<file path="config.mk">
export PLATFORM = sky130hd
export DESIGN_NAME = piso_serializer
export DESIGN_NICKNAME = d
export VERILOG_FILES = /design/src/rtl/piso_pkg.sv /design/src/rtl/piso_hold_reg.sv /design/src/rtl/piso_serializer.sv
export SDC_FILE = /design/constraint.sdc
export NUM_CORES = 1
export LEC_CHECK = 0
export CAP_MARGIN = 20
export CORE_ASPECT_RATIO = 1.4
export CORE_MARGIN = 3
export CORE_UTILIZATION = 30
export CTS_BUF_LIST = sky130_fd_sc_hd__clkbuf_2
export CTS_CLUSTER_SIZE = 12
export DETAILED_ROUTE_END_ITERATION = 10
export MAX_ROUTING_LAYER = met4
export SYNTH_ARGS = -nofsm -noshare
export SYNTH_HDL_FRONTEND = slang
export SYNTH_SLANG_ARGS = --single-unit
</file>
<file path="constraint.sdc">
create_clock -name clk -period 1.8 [get_ports clk]
set_input_delay 0.36 -clock clk [delete_from_list [all_inputs] [get_ports clk]]
set_output_delay 0.36 -clock clk [all_outputs]
set_load 0.05 [all_outputs]
</file>
<file path="src/rtl/piso_pkg.sv">
// piso_pkg
// Shared types and helpers for the parallel-in/serial-out framer.
//   piso_state_t : FSM encoding (IDLE = shifter empty, SHIFT = emitting bits)
//   next_bit_idx : maps the frame bit counter onto a word bit index
package piso_pkg;

  typedef enum logic {IDLE, SHIFT} piso_state_t;

  // The bit counter runs WIDTH-1 down to 0 while a frame is on the wire.
  // This returns the word index of the bit presented when the counter
  // steps to cnt-1. Passing cnt == width gives the first bit of a frame.
  function automatic int next_bit_idx(input bit msb_first, input int width,
                                      input int cnt);
    return msb_first ? (cnt - 1) : (width - cnt);
  endfunction

endpackage

</file>
<file path="src/rtl/piso_hold_reg.sv">
// piso_hold_reg
// One-entry holding register used to park the next word while the shifter
// is still busy with the current frame.
//   clk    : rising-edge clock
//   reset  : synchronous, active-low reset (clears full_o)
//   wr_en  : capture data_i and mark full (wins over rd_en)
//   rd_en  : the parent has moved the stored word into its shifter
//   data_i : word to capture
//   data_o : stored word
//   full_o : a word is waiting
module piso_hold_reg
  import piso_pkg::*;
#(
  parameter int WIDTH = 4
) (
  input  logic             clk,
  input  logic             reset,
  input  logic             wr_en,
  input  logic             rd_en,
  input  logic [WIDTH-1:0] data_i,
  output logic [WIDTH-1:0] data_o,
  output logic             full_o
);

  // A simultaneous read and write hands the old word out and keeps the
  // register occupied with the new one, so write takes priority for full_o.
  always_ff @(posedge clk) begin
    if (!reset) begin
      full_o <= 1'b0;
      data_o <= '0;
    end else if (wr_en) begin
      full_o <= 1'b1;
      data_o <= data_i;
    end else if (rd_en) begin
      full_o <= 1'b0;
    end
  end

endmodule

</file>
<file path="src/rtl/piso_serializer.sv">
// piso_serializer
// Parallel-in/serial-out framer. Accepts WIDTH-bit words on a valid/ready
// handshake and emits them one bit per clock with start/end-of-frame marks.
// A one-entry holding register lets consecutive frames run with no gap.
//   clk     : rising-edge clock
//   reset   : synchronous, active-low reset
//   data_i  : parallel word
//   valid_i : data_i is valid
//   ready_o : a word can be accepted this cycle (holding register empty)
//   x_o     : serial bit (IDLE_BIT between frames)
//   x_vld_o : x_o carries a frame bit
//   sof_o   : first bit of a frame
//   eof_o   : last bit of a frame
//   busy_o  : shifter active or holding register full
module piso_serializer
  import piso_pkg::*;
#(
  parameter int   WIDTH     = 4,
  parameter bit   MSB_FIRST = 1'b1,
  parameter logic IDLE_BIT  = 1'b0
) (
  input  logic             clk,
  input  logic             reset,
  input  logic [WIDTH-1:0] data_i,
  input  logic             valid_i,
  output logic             ready_o,
  output logic             x_o,
  output logic             x_vld_o,
  output logic             sof_o,
  output logic             eof_o,
  output logic             busy_o
);

  localparam int            CW       = $clog2(WIDTH);
  localparam logic [CW-1:0] LAST_CNT = CW'(WIDTH - 1);
  localparam logic [CW-1:0] ONE_CNT  = CW'(1);

  piso_state_t      state_q, state_n;
  logic [CW-1:0]    cnt_q, cnt_n;
  logic [WIDTH-1:0] word_q, word_n;
  logic             x_n, vld_n, sof_n, eof_n;

  logic             hold_full, hold_wr, hold_rd;
  logic [WIDTH-1:0] hold_data;

  logic             xfer, load_slot;
  logic [CW-1:0]    first_idx, next_idx;

  assign ready_o   = !hold_full;
  assign busy_o    = (state_q == SHIFT) || hold_full;
  assign xfer      = valid_i && !hold_full;
  // The shifter can take a new word when empty or while its last bit is out.
  assign load_slot = (state_q == IDLE) || (cnt_q == '0);
  assign first_idx = CW'(next_bit_idx(MSB_FIRST, WIDTH, WIDTH));
  assign next_idx  = CW'(next_bit_idx(MSB_FIRST, WIDTH, int'(cnt_q)));

  piso_hold_reg #(
    .WIDTH (WIDTH)
  ) u_hold (
    .clk    (clk),
    .reset  (reset),
    .wr_en  (hold_wr),
    .rd_en  (hold_rd),
    .data_i (data_i),
    .data_o (hold_data),
    .full_o (hold_full)
  );

  // Next-state and registered-output logic. At a load slot a waiting word
  // has priority over data_i; otherwise data_i bypasses the holding
  // register. Mid-frame, an accepted word is parked in the holding register.
  always_comb begin
    state_n = state_q;
    cnt_n   = cnt_q;
    word_n  = word_q;
    x_n     = IDLE_BIT;
    vld_n   = 1'b0;
    sof_n   = 1'b0;
    eof_n   = 1'b0;
    hold_wr = 1'b0;
    hold_rd = 1'b0;

    if (load_slot) begin
      if (hold_full) begin
        hold_rd = 1'b1;
        hold_wr = xfer;
        state_n = SHIFT;
        cnt_n   = LAST_CNT;
        word_n  = hold_data;
        x_n     = hold_data[first_idx];
        vld_n   = 1'b1;
        sof_n   = 1'b1;
      end else if (xfer) begin
        state_n = SHIFT;
        cnt_n   = LAST_CNT;
        word_n  = data_i;
        x_n     = data_i[first_idx];
        vld_n   = 1'b1;
        sof_n   = 1'b1;
      end else begin
        state_n = IDLE;
        cnt_n   = '0;
      end
    end else begin
      hold_wr = xfer;
      cnt_n   = cnt_q - ONE_CNT;
      x_n     = word_q[next_idx];
      vld_n   = 1'b1;
      eof_n   = (cnt_q == ONE_CNT);
    end
  end

  // State, counter, word and output registers. Reset drops any frame in
  // flight without marking its end.
  always_ff @(posedge clk) begin
    if (!reset) begin
      state_q <= IDLE;
      cnt_q   <= '0;
      word_q  <= '0;
      x_o     <= IDLE_BIT;
      x_vld_o <= 1'b0;
      sof_o   <= 1'b0;
      eof_o   <= 1'b0;
    end else begin
      state_q <= state_n;
      cnt_q   <= cnt_n;
      word_q  <= word_n;
      x_o     <= x_n;
      x_vld_o <= vld_n;
      sof_o   <= sof_n;
      eof_o   <= eof_n;
    end
  end

endmodule

</file>
==> results of run 1 <==
==> per-layer routing <==
| layer | global-route usage [%] | share of wire, % |
|---|---|---|
| met1 | 10.8 | 44 |
| met2 | 15.3 | 48 |
| met3 | 2.60 | 5.2 |
| met4 | 6.41 | 2.6 |
| met5 | - | 0 |
==> sequential cells by signal, summed over array words and instances (netlist names) <==
register and cells:
eof_o 1, state_q 1, word_q 4, x_vld_o 1, sof_o 1, u_hold.data_o 4, u_hold.full_o 1, cnt_q 2
x_o 1
==> area by class of cell <==
class                           instances  area share (%)
Inverter                                4            1.76
Timing Repair Buffer                   16            17.9
Tap cell                               21            3.07
Sequential cell                        16            37.5
Multi-Input combinational cell         41            37.6
Clock buffer                            3            1.76
Clock inverter                          1           0.439
==> critical path, stage by stage, from the launching register on <==
cell and delay, ns:
dfxtp_1 0.46, or2_2 0.37, buf_12 0.16
==> report_power, final <==
group	total (mW)	switching, mW	internal [mW]	leakage [nW]
registers	0.391	0.0137	0.378	0.132
logic	0.145	0.0739	0.0707	0.240
clock network	0.165	0.117	0.0483	0.0140
==> metrics by stage <==
step	worst slack (ns)	utilization (%)
final	0.164	41.8
after global routing	0.103	41.8
after floorplan	0.422	-
after detailed placement	0.147	40.8
after CTS	0.0164	41.7
after global placement	0.162	40.8
==> cell usage after synthesis (all sizes together), types with 2 or more instances <==
master | number | share of area (%)
dfxtp | 16 | 47
mux2i | 8 | 12
nand3 | 5 | 3.7
nor2b | 5 | 4.6
inv | 4 | 2.2
o211a | 4 | 5.9
nor2 | 3 | 1.7
o21ai | 3 | 2.2
a21boi | 2 | 2.2
buf | 2 | 2.8
ha | 2 | 3.7
nand2 | 2 | 1.1
or2 | 2 | 1.8
==> cells in the final DEF, fill, tap and decap left out, types with 3 or more instances in the layout <==
| cell | instances |
|---|---|
| dfxtp_1 | 16 |
| clkbuf_2 | 3 |
| mux2i_1 | 8 |
| inv_1 | 4 |
| nor2_1 | 3 |
| buf_4 | 8 |
| nand3_1 | 5 |
| o21ai_0 | 3 |
| nor2b_1 | 5 |
| o211a_1 | 4 |
| clkdlybuf4s50_1 | 6 |
==> cells by family (layout without fill, tap and decap cells) <==
kind of cell / count (synthesis) / count (layout) / synth area share (%)
mux: 9 / 9 / 15.1
flops: 16 / 16 / 47.1
compound gates: 10 / 10 / 11.4
fa+ha+maj: 2 / 2 / 3.68
buf+inv: 7 / 24 / 5.52
simple gates: 20 / 20 / 17.1
==> worst max path at each step <==
| stage | slack, ns | from | endpoint |
|---|---|---|---|
| detailed placement | 0.15 | valid_i | u_hold.data_o[0]$_SDFFE_PN0P_ |
| floorplan | 0.42 | cnt_q[0]$_SDFF_PN0_ | u_hold.data_o[0]$_SDFFE_PN0P_ |
| CTS | 0.02 | x_vld_o$_SDFF_PN0_ | x_vld_o |
| global route | 0.10 | u_hold.full_o$_SDFFE_PN0P_ | busy_o |
| global placement | 0.16 | valid_i | u_hold.data_o[2]$_SDFFE_PN0P_ |
| finish | 0.16 | u_hold.full_o$_SDFFE_PN0P_ | busy_o |
==> timing repair <==
item | CTS | global route
setup endpoints to repair | 0 | 1
setup buffers | 0 | 0
resized for setup | 0 | 1
==> impl_metrics.env, run 1 <==
export IMPL_max_slew_worst_pin_slew_ns=0.501
export IMPL_cp_arrival_ns=1.28
export IMPL_power_density_mw_per_mm2=820
export IMPL_dpl_cell_count=98
export IMPL_tns_ns=0
export IMPL_min_period_over_period_pct=90.9
export IMPL_min_to="word_q[0]$_SDFFE_PN0P_"
export IMPL_cts_path_max_buffers=2
export IMPL_antenna_found_initial=0
export IMPL_drtPass1Iterations=4
export IMPL_ys_ff_latch=16
export IMPL_dieHeight_um=62.3
export IMPL_fill_cells=212
export IMPL_synthArstFlopShare_pct=0
export IMPL_synth_edf_count=0
export IMPL_cts_sinks=16
export IMPL_initialDrtViolationCount=8
export IMPL_ant_nets=0
export IMPL_worst_r2r_endpoint="u_hold.data_o[0]$_SDFFE_PN0P_"
export IMPL_root_buffer="clkbuf_2"
export IMPL_required_ns=1.44
export IMPL_end_kind="output port"
export IMPL_finalHoldViolations=0
export IMPL_viasPerCell=4.76
export IMPL_final_cell_area_um2=855
export IMPL_multi_input_area_um2=322
export IMPL_cts_hold_fix_buffers=0
export IMPL_drv_slew=0
export IMPL_wire_per_inst_um=12.3
export IMPL_core_area_mm2=0.00204
export IMPL_grt_pass1_vias=483
export IMPL_ys_seq_area_share_pct=47.1
export IMPL_num_vias=486
export IMPL_cp_max_fo=10
export IMPL_ys_warn_count=0
export IMPL_drive_above_1_share_pct=19.8
export IMPL_slew_headroom_pct=66.5
export IMPL_die_width_um=46.2
export IMPL_synth_cell_types=20
export IMPL_diodes=0
export IMPL_netlist_instances=64
export IMPL_whs_ns=0.519
export IMPL_placed_area_um2=833
export IMPL_maxCapViolCount=0
export IMPL_status="complete, no violations"
export IMPL_io_buffers=12
export IMPL_cts_made_buffers=3
export IMPL_r2r_slack_ns=0.28
export IMPL_seq_area_um2=320
export IMPL_overflow=0
export IMPL_boundaryPins=13
export IMPL_skew_ns=0.0113
export IMPL_drt_wl_total_um=1260
export IMPL_r2r_worst_path_cells=6
export IMPL_grt_util_all_layers_pct=9.99
export IMPL_syn_area_um2=679
export IMPL_setup_violations=0
export IMPL_hpwl_um=944
export IMPL_insertion_delay_ns=0.29
export IMPL_gp_congestion=0.713
export IMPL_rsz0062_at_grt="no"
export IMPL_timing_fmax_ghz=0.611
export IMPL_irDropWorstVdd_mv=0.371
export IMPL_fin_crit_ns=1.64
export IMPL_die_area_mm2=0.00288
export IMPL_path_class="reg -> out"
export IMPL_stdcell_count=102
export IMPL_synth_main_ff_cell="dfxtp_1"
export IMPL_area_growth_pct=25.8
export IMPL_hold_depth=1
export IMPL_rr_startpoint="cnt_q[0]$_SDFF_PN0_"
export IMPL_initial_core_util_pct=33.2
export IMPL_synth_fp_nets=73
export IMPL_hold_path_class="reg -> reg"
export IMPL_avgSynthCellArea_um2=10.6
export IMPL_drc=0
export IMPL_tritoncts="built"
export IMPL_grt_max_degree=11
export IMPL_cp_start_kind="register"
export IMPL_cellLeakagePower_nw=0.385
export IMPL_finalNetCount=91
export IMPL_htree_levels=1
export IMPL_hp_start="word_q[0]$_SDFFE_PN0P_"
export IMPL_placementRows=19
export IMPL_clkTransAtPathRegs_ns=0.16
export IMPL_finalPower_mw=0.701
export IMPL_grt_pass1_wl_um=2060
(Power assumes the default switching activity.)
==> run 2, diff against run 1 <==
- HOLD_SLACK_MARGIN: unset -> 0.15
==> results of run 2 <==
Same layout as run 1: the final DEF is identical, and so are final timing and power.
==> run 3, diff against run 2 <==
--- a/config.mk
+++ b/config.mk
@@ -7,3 +7,2 @@
 export LEC_CHECK = 0
-export CAP_MARGIN = 20
 export CORE_ASPECT_RATIO = 1.4
@@ -14,2 +13,3 @@
 export DETAILED_ROUTE_END_ITERATION = 10
+export GPL_TIMING_DRIVEN = 0
 export HOLD_SLACK_MARGIN = 0.15
==> constraint.sdc (replaced) <==
create_clock -name clk -period 1.8 [get_ports clk]
set_input_delay 0.18 -clock clk [delete_from_list [all_inputs] [get_ports clk]]
set_output_delay 0.18 -clock clk [all_outputs]
set_load 0.05 [all_outputs]
==> run 3 against run 2 <==
Net effect:
- final area fell by 1.0%
- wire length decreased by 5.1%
- power fell by 2.0%
- count of clock-buffer cells in the layout is the same
- global-route usage rose by 0.41 points
- critical path depth up 1
- first-iteration DRC count grew 63%
- die area unchanged
- core utilization down 0.43 points
- critical path type unchanged
- critical endpoint unchanged
- largest cell class unchanged
==> impl_metrics.env, run 3 (synthesis results as in run 1) <==
export IMPL_status="complete, no violations"
export IMPL_path_class="reg -> out"
export IMPL_met2_usage_pct=15.3
export IMPL_initial_core_util_pct=33.2
export IMPL_mostFrequentLayoutCells="dfxtp_1, clkdlybuf4s50_1, mux2i_1, nor2b_1, nand3_1"
export IMPL_antenna_found_initial=0
export IMPL_hold_path_class="in -> reg"
export IMPL_combPwrFrac_pct=19.9
export IMPL_cp_max_fo=10
export IMPL_clkPwrFrac_pct=23.5
export IMPL_root_buffer="clkbuf_2"
export IMPL_slowest_stage="dlygate4sd2_1"
export IMPL_drive_above_1_share_pct=11.3
export IMPL_required_ns=1.62
export IMPL_max_slew_worst_pin_slew_ns=0.496
export IMPL_hold_depth=3
export IMPL_drc=0
export IMPL_num_vias=499
export IMPL_slowest_delay_ns=0.42
export IMPL_io_buffers=12
export IMPL_power_internal_mw=0.489
export IMPL_r2r_worst_path_cells=6
export IMPL_multi_input_area_um2=322
export IMPL_grt_pass1_wl_um=2080
export IMPL_wire_per_inst_um=11.8
export IMPL_cts_made_buffers=3
export IMPL_seq_area_um2=320
export IMPL_core_area_mm2=0.00204
export IMPL_rsz0062_at_grt="no"
export IMPL_reg_top3="u_hold.data_o: 4 flops, word_q: 4 flops, cnt_q: 2 flops"
export IMPL_drv_slew=0
export IMPL_finalNetCount=90
export IMPL_boundaryPins=13
export IMPL_viasPerCell=4.94
export IMPL_tritoncts="built"
export IMPL_grtUsageMet1_pct=11.0
export IMPL_pwr_share_seq_pct=56.6
export IMPL_p_sw_mw=0.198
export IMPL_min_period_over_period_pct=90.9
export IMPL_cellLeakagePower_nw=0.358
export IMPL_irDropWorstVdd_mv=0.328
export IMPL_drtPass1Iterations=5
export IMPL_htree_levels=1
export IMPL_cts_path_max_buffers=2
export IMPL_tns_ns=0
export IMPL_dp_slack_ns=0.209
export IMPL_cp_arrival_ns=1.46
export IMPL_skew_ns=0.00910
export IMPL_ant_nets=0
export IMPL_hpwl_um=881
export IMPL_gp_congestion=0.770
export IMPL_grt_util_all_layers_pct=10.4
export IMPL_insertion_delay_ns=0.29
export IMPL_die_area_mm2=0.00288
export IMPL_cp_cell_sequence="buf_6, or2_2, dlygate4sd2_1"
export IMPL_use_met3_pct=3.47
export IMPL_drt_wl_total_um=1200
export IMPL_grt_pass1_vias=469
export IMPL_die_width_um=46.2
export IMPL_cts_sinks=16
export IMPL_timing_fmax_ghz=0.611
export IMPL_fill_cells=206
export IMPL_power_density_mw_per_mm2=812
export IMPL_maxCapViolCount=0
export IMPL_initialDrtViolationCount=13
export IMPL_final_common_cell="dfxtp_1"
export IMPL_overflow=0
export IMPL_clkTransAtPathRegs_ns=0.16
export IMPL_setup_violations=0
export IMPL_finalHoldViolations=0
export IMPL_cts_hold_fix_buffers=0
export IMPL_swShare_pct=28.8
export IMPL_placementRows=19
export IMPL_end_kind="output port"
export IMPL_area_growth_pct=24.5
export IMPL_cp_start_kind="register"
export IMPL_top_usage_layer="met2"
export IMPL_dieHeight_um=62.3
export IMPL_grt_max_degree=11
export IMPL_fin_ws_ns=0.163
export IMPL_slew_headroom_pct=66.9
export IMPL_diodes=0
export IMPL_fin_crit_ns=1.64
==> run 3: path summary, 6_finish.rpt <==
kind | slack [ns] | end | start
worst max register to register | 0.30 | u_hold.data_o[0]$_SDFFE_PN0P_ | cnt_q[0]$_SDFF_PN0_
worst min register to register | 0.52 | word_q[2]$_SDFFE_PN0P_ | word_q[2]$_SDFFE_PN0P_
worst max-delay path | 0.16 | busy_o | u_hold.full_o$_SDFFE_PN0P_
worst min-delay path | 0.52 | u_hold.data_o[1]$_SDFFE_PN0P_ | data_i[1]
==> run 3: stage by stage <==
step,instances,area [um^2],utilization [%],power [mW],hold slack [ns]
after global placement,97,826,40.4,0.534,0.482
after floorplan,64,679,-,0.490,0.321
after CTS,101,843,41.2,0.698,0.513
after detailed placement,97,826,40.4,0.536,0.488
after global routing,101,846,41.4,0.729,0.527
final,101,846,41.4,0.687,0.519
==> run 3: cell type report <==
type,instances,area share (%)
Buffer,3,2.66
Clock buffer,3,1.78
Clock inverter,1,0.444
Inverter,4,1.78
Multi-Input combinational cell,41,38.0
Sequential cell,16,37.9
Tap cell,21,3.11
Timing Repair Buffer,12,14.3
==> run 3: timing repair <==
item	in CTS	in global routing
endpoints found under the setup margin	1	1
gates resized for setup	1	1
setup buffers	0	0
==> run 3: critical path, delay by kind of cell (launching register included) <==
family | cells | cell delay, ns
and+or+nand+nor | 1 | 0.28
DFF | 1 | 0.33
buffers and inverters | 2 | 0.56
==> run 3: routing by layer <==
| layer | wire length [um] | up-vias |
|---|---|---|
| li1 | - | 252 |
| met1 | 504 | 232 |
| met2 | 600 | 11 |
| met3 | 59 | 4 |
| met4 | 29 | 0 |
| met5 | 0 | - |
==> run 3: power groups by stage <==
stage | registers (mW) | clock network, mW | logic, mW
6_report | 0.389 | 0.161 | 0.137
5_1_grt | 0.392 | 0.187 | 0.150
4_1_cts | 0.389 | 0.171 | 0.138
3_5_place_dp | 0.397 | 0 | 0.139
3_3_place_gp | 0.396 | 0 | 0.138
2_1_floorplan | 0.413 | 0 | 0.0772
